**config.mk**
```make
export PLATFORM = sky130hd
export DESIGN_NAME = stack_sequencer
export DESIGN_NICKNAME = d
export VERILOG_FILES = /design/src/rtl/stack_sequencer_pkg.sv /design/src/rtl/stack_sequencer.sv
export SDC_FILE = /design/constraint.sdc
export NUM_CORES = 1
export LEC_CHECK = 0
export BUFFER_PORTS_ARGS = -buffer_cell sky130_fd_sc_hd__buf_2
export CELL_PAD_IN_SITES_DETAIL_PLACEMENT = 0
export CELL_PAD_IN_SITES_GLOBAL_PLACEMENT = 1
export CORE_ASPECT_RATIO = 0.7
export CORE_UTILIZATION = 43
export CTS_BUF_LIST = sky130_fd_sc_hd__clkbuf_8 sky130_fd_sc_hd__clkbuf_16
export DETAILED_ROUTE_END_ITERATION = 8
export PLACE_DENSITY = 0.89
export REMOVE_ABC_BUFFERS = 1
export SLEW_MARGIN = 20
export SYNTH_ARGS = -nofsm -noshare
export SYNTH_HDL_FRONTEND = slang
export SYNTH_SLANG_ARGS = --single-unit
```
**constraint.sdc**
```tcl
create_clock -name clk -period 7 [get_ports clk]
set_clock_uncertainty 0.1 [all_clocks]
set_input_delay 0.35 -clock clk [delete_from_list [all_inputs] [get_ports clk]]
set_output_delay 0.35 -clock clk [all_outputs]
set_load 0.02 [all_outputs]
```
**src/rtl/stack_sequencer_pkg.sv**
```systemverilog
// Shared encodings for the operand-stack command sequencer: stack op codes,
// front-end command codes, response error codes and sequencer states.
package stack_sequencer_pkg;

  // Operations understood by the operand stack itself.
  localparam logic [1:0] STK_NONE    = 2'd0;
  localparam logic [1:0] STK_PUSH    = 2'd1;
  localparam logic [1:0] STK_POP     = 2'd2;
  localparam logic [1:0] STK_REPLACE = 2'd3;

  // Commands accepted on the request port; codes 5..7 are undefined.
  localparam logic [2:0] SEQ_PUSH  = 3'd0;
  localparam logic [2:0] SEQ_DROP  = 3'd1;
  localparam logic [2:0] SEQ_DUP   = 3'd2;
  localparam logic [2:0] SEQ_SWAP  = 3'd3;
  localparam logic [2:0] SEQ_BINOP = 3'd4;

  // Completion status reported with rsp_valid.
  localparam logic [1:0] ERR_OK        = 2'd0;
  localparam logic [1:0] ERR_UNDERFLOW = 2'd1;
  localparam logic [1:0] ERR_OVERFLOW  = 2'd2;
  localparam logic [1:0] ERR_BADCMD    = 2'd3;

  // Sequencer states; encodings 6 and 7 are unreachable.
  typedef enum logic [2:0] {
    S_IDLE  = 3'd0,
    S_STEP1 = 3'd1,
    S_STEP2 = 3'd2,
    S_STEP3 = 3'd3,
    S_ALU   = 3'd4,
    S_RSP   = 3'd5
  } seq_state_e;

endpackage

```
**src/rtl/stack_sequencer.sv**
```systemverilog
// Command front-end for the operand stack. Expands push / drop-n / dup / swap /
// binop commands into registered one-cycle stack op pulses, keeps a mirror of
// the stack depth so illegal commands are rejected before the stack is touched,
// and hands binop operands to an external ALU.
//
// Request handshake: a command transfers on a rising edge where req_valid and
// req_ready are both high; req_ready is high only in S_IDLE, so exactly one
// command is in flight and req_valid seen while busy is ignored. Completion is
// a one-cycle rsp_valid pulse (S_RSP) carrying rsp_err and rsp_tos; there is
// no back-pressure on the response. alu_valid is held until alu_done arrives.
module stack_sequencer
  import stack_sequencer_pkg::*;
#(
  parameter int WIDTH = 8,
  parameter int DEPTH = 7
) (
  input  logic             clk,
  input  logic             reset,
  input  logic             req_valid,
  output logic             req_ready,
  input  logic [2:0]       req_cmd,
  input  logic [WIDTH-1:0] req_data,
  output logic             rsp_valid,
  output logic [1:0]       rsp_err,
  output logic [WIDTH-1:0] rsp_tos,
  output logic [DEPTH:0]   depth,
  output logic             alu_valid,
  output logic [WIDTH-1:0] alu_a,
  output logic [WIDTH-1:0] alu_b,
  input  logic             alu_done,
  input  logic [WIDTH-1:0] alu_res,
  output logic [1:0]       stk_op,
  output logic [WIDTH-1:0] stk_data,
  input  logic [WIDTH-1:0] stk_tos,
  output logic [2:0]       state_dbg
);

  // Drop count (1 + req_data) is compared in a width that holds both it and depth.
  localparam int CW = ((WIDTH > DEPTH) ? WIDTH : DEPTH) + 2;
  localparam logic [DEPTH:0] CAPACITY = {1'b1, {DEPTH{1'b0}}};

  seq_state_e       state_q, state_d;
  logic [2:0]       cmd_q, cmd_d;
  logic [WIDTH-1:0] a_q, a_d;
  logic [1:0]       err_q, err_d;
  logic [DEPTH:0]   depth_q, depth_d;
  logic [1:0]       stk_op_q, stk_op_d;
  logic [WIDTH-1:0] stk_data_q, stk_data_d;
  logic             alu_valid_q, alu_valid_d;
  logic [WIDTH-1:0] alu_a_q, alu_a_d;
  logic [WIDTH-1:0] alu_b_q, alu_b_d;

  logic [CW-1:0]    drop_need;
  logic [CW-1:0]    depth_ext;

  // State and output registers; reset abandons any command without a response.
  always_ff @(posedge clk or negedge reset) begin
    if (!reset) begin
      state_q     <= S_IDLE;
      cmd_q       <= SEQ_PUSH;
      a_q         <= '0;
      err_q       <= ERR_OK;
      depth_q     <= '0;
      stk_op_q    <= STK_NONE;
      stk_data_q  <= '0;
      alu_valid_q <= 1'b0;
      alu_a_q     <= '0;
      alu_b_q     <= '0;
    end else begin
      state_q     <= state_d;
      cmd_q       <= cmd_d;
      a_q         <= a_d;
      err_q       <= err_d;
      depth_q     <= depth_d;
      stk_op_q    <= stk_op_d;
      stk_data_q  <= stk_data_d;
      alu_valid_q <= alu_valid_d;
      alu_a_q     <= alu_a_d;
      alu_b_q     <= alu_b_d;
    end
  end

  // Next-state, precheck and stack-op sequencing; depth moves with each op issued.
  always_comb begin
    state_d     = state_q;
    cmd_d       = cmd_q;
    a_d         = a_q;
    err_d       = err_q;
    depth_d     = depth_q;
    stk_op_d    = STK_NONE;
    stk_data_d  = '0;
    alu_valid_d = alu_valid_q;
    alu_a_d     = alu_a_q;
    alu_b_d     = alu_b_q;
    drop_need   = CW'(req_data) + CW'(1);
    depth_ext   = CW'(depth_q);

    case (state_q)
      S_IDLE: begin
        if (req_valid) begin
          cmd_d = req_cmd;
          a_d   = stk_tos;
          err_d = ERR_OK;
          case (req_cmd)
            SEQ_PUSH: begin
              if (depth_q == CAPACITY) begin
                err_d   = ERR_OVERFLOW;
                state_d = S_RSP;
              end else begin
                stk_op_d   = STK_PUSH;
                stk_data_d = req_data;
                depth_d    = depth_q + 1'b1;
                state_d    = S_STEP1;
              end
            end
            SEQ_DUP: begin
              if (depth_q == '0) begin
                err_d   = ERR_UNDERFLOW;
                state_d = S_RSP;
              end else if (depth_q == CAPACITY) begin
                err_d   = ERR_OVERFLOW;
                state_d = S_RSP;
              end else begin
                stk_op_d   = STK_PUSH;
                stk_data_d = stk_tos;
                depth_d    = depth_q + 1'b1;
                state_d    = S_STEP1;
              end
            end
            SEQ_DROP: begin
              if (depth_ext < drop_need) begin
                err_d   = ERR_UNDERFLOW;
                state_d = S_RSP;
              end else begin
                // One POP carrying the extra count removes 1+req_data entries.
                stk_op_d   = STK_POP;
                stk_data_d = req_data;
                depth_d    = depth_q - drop_need[DEPTH:0];
                state_d    = S_STEP1;
              end
            end
            SEQ_SWAP, SEQ_BINOP: begin
              if (depth_q < (DEPTH+1)'(2)) begin
                err_d   = ERR_UNDERFLOW;
                state_d = S_RSP;
              end else begin
                stk_op_d = STK_POP;
                depth_d  = depth_q - 1'b1;
                state_d  = S_STEP1;
              end
            end
            default: begin
              err_d   = ERR_BADCMD;
              state_d = S_RSP;
            end
          endcase
        end
      end
      S_STEP1: begin
        // The POP is on the bus this cycle; the second operand appears next cycle.
        if (cmd_q == SEQ_SWAP) begin
          stk_op_d   = STK_REPLACE;
          stk_data_d = a_q;
          state_d    = S_STEP2;
        end else if (cmd_q == SEQ_BINOP) begin
          state_d = S_STEP2;
        end else begin
          state_d = S_RSP;
        end
      end
      S_STEP2: begin
        if (cmd_q == SEQ_SWAP) begin
          // stk_tos is still the old second entry (the REPLACE lands at this edge).
          stk_op_d   = STK_PUSH;
          stk_data_d = stk_tos;
          depth_d    = depth_q + 1'b1;
          state_d    = S_STEP3;
        end else begin
          alu_valid_d = 1'b1;
          alu_a_d     = stk_tos;
          alu_b_d     = a_q;
          state_d     = S_ALU;
        end
      end
      S_ALU: begin
        if (alu_done) begin
          stk_op_d    = STK_REPLACE;
          stk_data_d  = alu_res;
          alu_valid_d = 1'b0;
          state_d     = S_STEP3;
        end
      end
      S_STEP3: begin
        state_d = S_RSP;
      end
      S_RSP: begin
        state_d = S_IDLE;
      end
      default: begin
        state_d = S_IDLE;
      end
    endcase
  end

  assign req_ready = (state_q == S_IDLE);
  assign rsp_valid = (state_q == S_RSP);
  assign rsp_err   = rsp_valid ? err_q : ERR_OK;
  assign rsp_tos   = rsp_valid ? stk_tos : '0;
  assign depth     = depth_q;
  assign stk_op    = stk_op_q;
  assign stk_data  = stk_data_q;
  assign alu_valid = alu_valid_q;
  assign alu_a     = alu_a_q;
  assign alu_b     = alu_b_q;
  assign state_dbg = state_q;

endmodule

```
==> flow_summary_export.csv, run 1 <==
group,metric,value,unit
cells_and_area,layout_common_cells,"buf_2, dfrtp_1, mux2_2",
routing,drc,0,
yosys,yosysTopAreaCellShare,39.8,%
placed_design,place.gp.congestion,0.807,
routing,wl_met1,3990,um
yosys,ys_seq_area_share,39.8,%
timing,tns,0,ns
clock_tree,cts-root-buf,"clkbuf_8",
yosys,synthMuxAreaShare,9.82,%
global_routing,grt_pass1_wl,12800,um
job,maxCapViolCount,0,
yosys,synthCells,335,
pwr,p_switching,757,uW
cells_and_area,regArea,1280,um2
hold_path,min_path_type,"in -> async",
routing,detail_route.wl_per_cell,15.7,um
setup_path,crit_fanout,15,
pwr,worst_ir_drop_vdd,0.204,mV
timing,slew_viol_final,0,
die,die_y,74.3,um
die,core,6980,um2
yosys,synth-edff-count,0,
yosys,syn_area,3210,um2
pwr,p_leak,0.00180,uW
yosys,synthFlopType,"dfrtp_1",
clock_tree,ctsHoldBuffers,0,
setup_path,startpoint_type,"flip-flop",
clock_tree,cts_sinks,51,
clock_tree,clockBufferDepth,2,
pwr,p_comb_share,52.5,%
yosys,synth_compound_area_share,17.2,%
setup_path,worstReg2RegStart,"state_dbg[1]",
setup_path,cp.required,7.14,ns
routing,initialDrtViolationCount,184,
clock_tree,insertion_delay,0.31,ns
setup_path,crit_start,"state_dbg[1]",
routing,ant_nets,0,
placed_design,dp_hpwl,5940,um
yosys,synth-seq-cells,51,
status,status,"finished clean",
pwr,netSwitchingFraction,45.4,%
timing,setup_viol,0,
clock_tree,cts_tree,"yes",
pwr,clockPowerShare,12.9,%
cells_and_area,mostFrequentLayoutCell,"buf_2",
routing,dr.max_layer_used,"met4",
cells_and_area,fillers,630,
cells_and_area,multi_input_area,1810,um2
timing,relSlewSlack,53.8,%
global_routing,gr-total-overflow,0,
yosys,synthXorXnorAreaFrac,3.55,%
yosys,avgSynthCellArea,9.58,um2
routing,vias,2839,
global_routing,grt_max_degree,52,
routing,met3_wirelength,618,um
setup_path,end_kind,"flip-flop",
timing,finalHoldViolCount,0,
yosys,yosysWarningCount,0,
yosys,synth-simple-area-share,18.4,%
die,die_area,7820,um2
pwr,pwr-share-seq,34.6,%
die,ios,81,
global_routing,track_usage,20.8,%
timing,rsz0062_at_grt,"no",
yosys,async_flop_share,100,%
die,rows,25,
clock_tree,cts_made_buffers,5,
cells_and_area,antenna_cells,0,
yosys,synth_top_family_by_area,"simple AND/OR/NAND/NOR gates",
die,start_util,46.0,%
cells_and_area,instances_no_fill,505,
yosys,synth_top_cells_by_area,"dfrtp_1, mux2_2, ha_1",
timing,min_period_over_period,42.5,%
clock_tree,cts.clk_slew.worst_paths,0.11,ns
setup_path,criticalPathCategory,"reg -> reg",
routing,route.met2.wl,3270,um
cells_and_area,final_util,54.6,%
timing,fmax,336,MHz
clock_tree,post-cts-setup-buffers,0,
clock_tree,cts_resized,0,
die,die_w,105,um
cells_and_area,nets,459,
yosys,yosysTopAreaCell,"dfrtp_1",
routing,dr.pass1.iters,7,
routing,routed_wirelength,7910,um
timing,worst_pin_slew,0.691,ns
global_routing,grt_pass1_vias,2546,
yosys,ys_types,53,
cells_and_area,drive_gt1_share,31.9,%
clock_tree,h-tree-depth,2,
pwr,p_per_area,438,nW/um2
placed_design,placed_cells,497,
pwr,power,1670,uW
global_routing,antenna_found_initial,0,
setup_path,worstPathArrival,3.12,ns
yosys,synth_fa_ha_area_share,7.25,%
routing,avgViaCountPerCell,5.62,
pwr,p_int,910,uW
cells_and_area,area_growth_syn_to_layout,18.6,%
timing,period_minus_slack,2.97,ns
placed_design,numPortBuffers,80,
-- synthesized netlist by cell type, types with 2 or more instances --
library cell	count
nand2b_1	8
nor2_1	21
nand3_1	13
dfrtp_1	51
buf_2	4
clkbuf_1	8
nor2b_1	4
nor3_1	7
a211oi_1	3
nor2_2	2
or3_1	2
a222oi_1	8
and2_1	11
nor3b_1	3
inv_1	16
xnor2_1	12
buf_1	2
a31oi_1	3
o21ai_1	3
nand4_1	4
mux2_2	28
o41ai_1	2
o21a_1	2
a21oi_1	19
ha_1	17
nand2_1	24
o31ai_1	3
o211ai_1	3
and3_1	2
a21oi_2	4
a21o_1	3
o21ai_0	22
-- worst max-delay path: stages (launching register included) --
cell,delay (ns)
dfrtp_1,0.56
nor3_2,0.42
nand2_1,0.48
a21oi_1,0.33
o32ai_2,0.16
nor2_2,0.51
o21a_1,0.21
a2bb2oi_1,0.15
-- cell type report --
class                   count  share of cell area (%)
repair buffers             83                    11.1
clock inverters             3                    1.22
inverters                  16                    1.58
well taps                  94                    3.09
clock buffers               5                    1.81
flip-flops and latches     51                    33.5
multi-input cells         253                    47.7
-- stage by stage --
step                      area [um2]  hold slack [ns]  setup slack (ns)
final                           3810           0.0424              4.03
after floorplan                 3140          -0.0456              4.35
after CTS                       3800           0.0703              4.06
after detailed placement        3680            0.367              3.82
after global routing            3810            0.101              3.79
after global placement          3680            0.359              3.90
-- layer usage --
| metal | track usage, % | vias up |
|---|---|---|
| li1 | - | 1370 |
| met1 | 32.0 | 1356 |
| met2 | 30.2 | 108 |
| met3 | 4.73 | 5 |
| met4 | 3.13 | 0 |
| met5 | 0 | - |
-- sequential cells by signal, indices dropped and copies added (netlist names) --
signal,cells
a_q,8
alu_a,8
alu_b,8
alu_valid,1
cmd_q,3
depth,8
err_q,2
state_dbg,3
stk_data,8
stk_op,2
-- worst paths after layout --
check,endpoint,slack (ns),depth (start not counted)
setup / recovery,depth[2],4.03,7
hold / removal,err_q[1],0.04,2
setup reg to reg,depth[2],4.03,7
hold reg to reg,err_q[0],0.39,1
max in group asynchronous,depth[7],6.31,2
min in group clk,stk_data[4],0.17,3
-- kinds of logic after synthesis --
family                   Yosys count
adder cells (fa/ha/maj)           18
AND/OR/NAND/NOR                  111
AO/OA/AOI/OAI                     83
flip-flops                        51
XOR/XNOR                          13
multiplexers                      28
buffers and inverters             31
-- power by group through the flow --
stage | registers, uW | logic (uW) | clock network [uW]
3_5_place_dp | 580 | 869 | 0
5_1_grt | 598 | 968 | 232
6_report | 577 | 875 | 215
3_3_place_gp | 573 | 863 | 0
2_1_floorplan | 667 | 506 | 0
4_1_cts | 574 | 876 | 221
Power figures use the tool's default switching activity.
==> inputs of run 2 (changes only) <==
--- a/config.mk
+++ b/config.mk
@@ -9,10 +9,10 @@
 export CELL_PAD_IN_SITES_DETAIL_PLACEMENT = 0
 export CELL_PAD_IN_SITES_GLOBAL_PLACEMENT = 1
 export CORE_ASPECT_RATIO = 0.7
-export CORE_UTILIZATION = 43
+export CORE_UTILIZATION = 40
 export CTS_BUF_LIST = sky130_fd_sc_hd__clkbuf_8 sky130_fd_sc_hd__clkbuf_16
 export DETAILED_ROUTE_END_ITERATION = 8
-export PLACE_DENSITY = 0.89
+export PLACE_DENSITY = 0.84
 export REMOVE_ABC_BUFFERS = 1
 export SLEW_MARGIN = 20
 export SYNTH_ARGS = -nofsm -noshare
==> constraint.sdc (replaced) <==
create_clock -name clk -period 3.1 [get_ports clk]
set_clock_uncertainty 0.1 [all_clocks]
set_input_delay 0.155 -clock clk [delete_from_list [all_inputs] [get_ports clk]]
set_output_delay 0.155 -clock clk [all_outputs]
set_load 0.02 [all_outputs]
==> run 2 against run 1 <==
Against the previous run:
- utilization down 2.6 points
- global-route usage grew 1.5 points
- first-iteration DRC count is 3.8% lower
- die area increased by 7.3%
- design area up 2.6%
- critical path depth grew 3
- worst hold slack worse by 0.029 ns
- combinational power up 130%
- maximum frequency is 4.1% higher
- power up 140%
- critical endpoint is now depth[6]
==> flow_summary_export.csv, run 2 (synthesis results as in run 1) <==
group,metric,value,unit
setup_path,worst-path-buf-inv,2,
timing,finalHoldViolCount,0,
setup_path,cpMostUsedCell,"a21oi_1",
cells_and_area,nets,467,
clock_tree,h-tree-depth,2,
die,die_area,8390,um2
pwr,p_leak,0.00186,uW
clock_tree,insertion_delay,0.30,ns
clock_tree,cts_tree,"yes",
placed_design,dp_hpwl,6590,um
placed_design,placed_cells,508,
global_routing,antenna_found_initial,0,
routing,dr.max_layer_used,"met4",
timing,fmax,350,MHz
cells_and_area,antenna_cells,0,
global_routing,grt_max_degree,27,
cells_and_area,mostFrequentLayoutCell,"buf_2",
clock_tree,clockBufferDepth,2,
timing,relSlewSlack,51.0,%
cells_and_area,area_growth_syn_to_layout,21.6,%
cells_and_area,drive_gt1_share,32.9,%
routing,vias,2894,
die,ios,81,
setup_path,critPathTopFamily,"compound AO/OA/AOI/OAI gates",
clock_tree,cts_sinks,51,
routing,initialDrtViolationCount,177,
timing,worst_pin_slew,0.733,ns
cells_and_area,instances_no_fill,517,
routing,route.met2.wl,3740,um
setup_path,worstPathArrival,2.94,ns
timing,setup_viol,0,
routing,avgViaCountPerCell,5.60,
die,rows,26,
global_routing,track_usage,22.3,%
global_routing,grt_pass1_vias,2906,
hold_path,min_path_type,"in -> reg",
clock_tree,cts_resized,0,
global_routing,grt_pass1_wl,14500,um
status,status,"finished clean",
timing,period_minus_slack,2.86,ns
job,maxCapViolCount,0,
setup_path,crit_slowest_cell,"dfrtp_1",
cells_and_area,layout_common_cells,"buf_2, dfrtp_1, mux2_2",
routing,ant_nets,0,
setup_path,end_kind,"flip-flop",
setup_path,cp_slowest_stage_delay,0.49,ns
timing,tns,0,ns
clock_tree,cts.clk_slew.worst_paths,0.08,ns
setup_path,criticalPathCategory,"reg -> reg",
setup_path,crit_fanout,10,
global_routing,gr-total-overflow,0,
timing,slew_viol_final,0,
routing,routed_wirelength,8700,um
routing,met3_wirelength,704,um
routing,detail_route.wl_per_cell,16.8,um
setup_path,startpoint_type,"flip-flop",
timing,min_period_over_period,92.2,%
timing,rsz0062_at_grt,"no",
clock_tree,cts_made_buffers,5,
pwr,p_per_area,1010,nW/um2
pwr,worst_ir_drop_vdd,0.480,mV
die,die_w,109,um
setup_path,path_cells,"inv_1, ha_1, or3b_1, o31ai_1, nand2_1, o32ai_2, nor2_2, buf_4, a21oi_1, a21oi_1",
placed_design,place.gp.congestion,0.871,
routing,drc,0,
routing,wl_met1,4210,um
clock_tree,cts-root-buf,"clkbuf_16",
die,core,7510,um2
routing,dr.pass1.iters,5,
setup_path,cp.required,3.18,ns
die,start_util,42.7,%
die,die_y,77.0,um
placed_design,numPortBuffers,80,
[run 2: final timing paths]
path                             from           to  slack (ns)  depth (start not counted)
max reg2reg                  depth[1]     depth[6]        0.24                         10
max in group asynchronous       reset     alu_b[2]        1.80                          3
min in group asynchronous       reset    stk_op[0]        0.32                          2
min                        alu_res[4]  stk_data[4]        0.01                          3
min reg2reg                  err_q[0]     err_q[0]        0.39                          1
max                          depth[1]     depth[6]        0.24                         10
[run 2: layout make-up]
cell class	count	area [um2]
multi-input combinational	253	1810
tap	98	123
clock inverter	3	28.8
timing repair buffer	91	485
sequential	51	1280
fill	689	3610
clock buffer	5	125
inverter	16	60.1
[run 2: worst reg2reg max path: stages (launching register included)]
cell and delay (ns):
dfrtp_1 0.49, inv_1 0.17, ha_1 0.29, or3b_1 0.43
o31ai_1 0.23, nand2_1 0.10, o32ai_2 0.39, nor2_2 0.18
buf_4 0.19, a21oi_1 0.12, a21oi_1 0.06
[run 2: metrics by stage]
stage	worst slack (ns)	power (uW)	utilization, %	area [um2]	hold WS (ns)
after detailed placement	0.293	3340	49.8	3740	0.127
after global placement	0.378	3280	49.8	3740	0.122
final	0.243	3930	51.9	3900	0.0133
after floorplan	0.453	2650	-	3140	-0.241
after CTS	0.293	3930	51.9	3900	0.00833
after global routing	0.0190	4220	51.9	3900	0.0217
[run 2: report_power, final]
group | leakage [uW] | total, uW | internal [uW] | switching, uW
combinational | 0.00116 | 2030 | 862 | 1170
clock | 0.0000759 | 585 | 309 | 277
sequential | 0.000622 | 1310 | 973 | 338
[run 2: timing repair]
item                                    4_1_cts  5_1_grt
hold buffers                                  1        0
endpoints found under the setup margin        0        0
endpoints found under the hold margin        25        0
setup buffers                                 0        0
[run 2: metal layers]
| layer | GRT usage, % | up-vias |
|---|---|---|
| li1 | - | 1380 |
| met1 | 33.2 | 1399 |
| met2 | 32.5 | 110 |
| met3 | 5.87 | 5 |
| met4 | 4.19 | 0 |
| met5 | 0 | - |
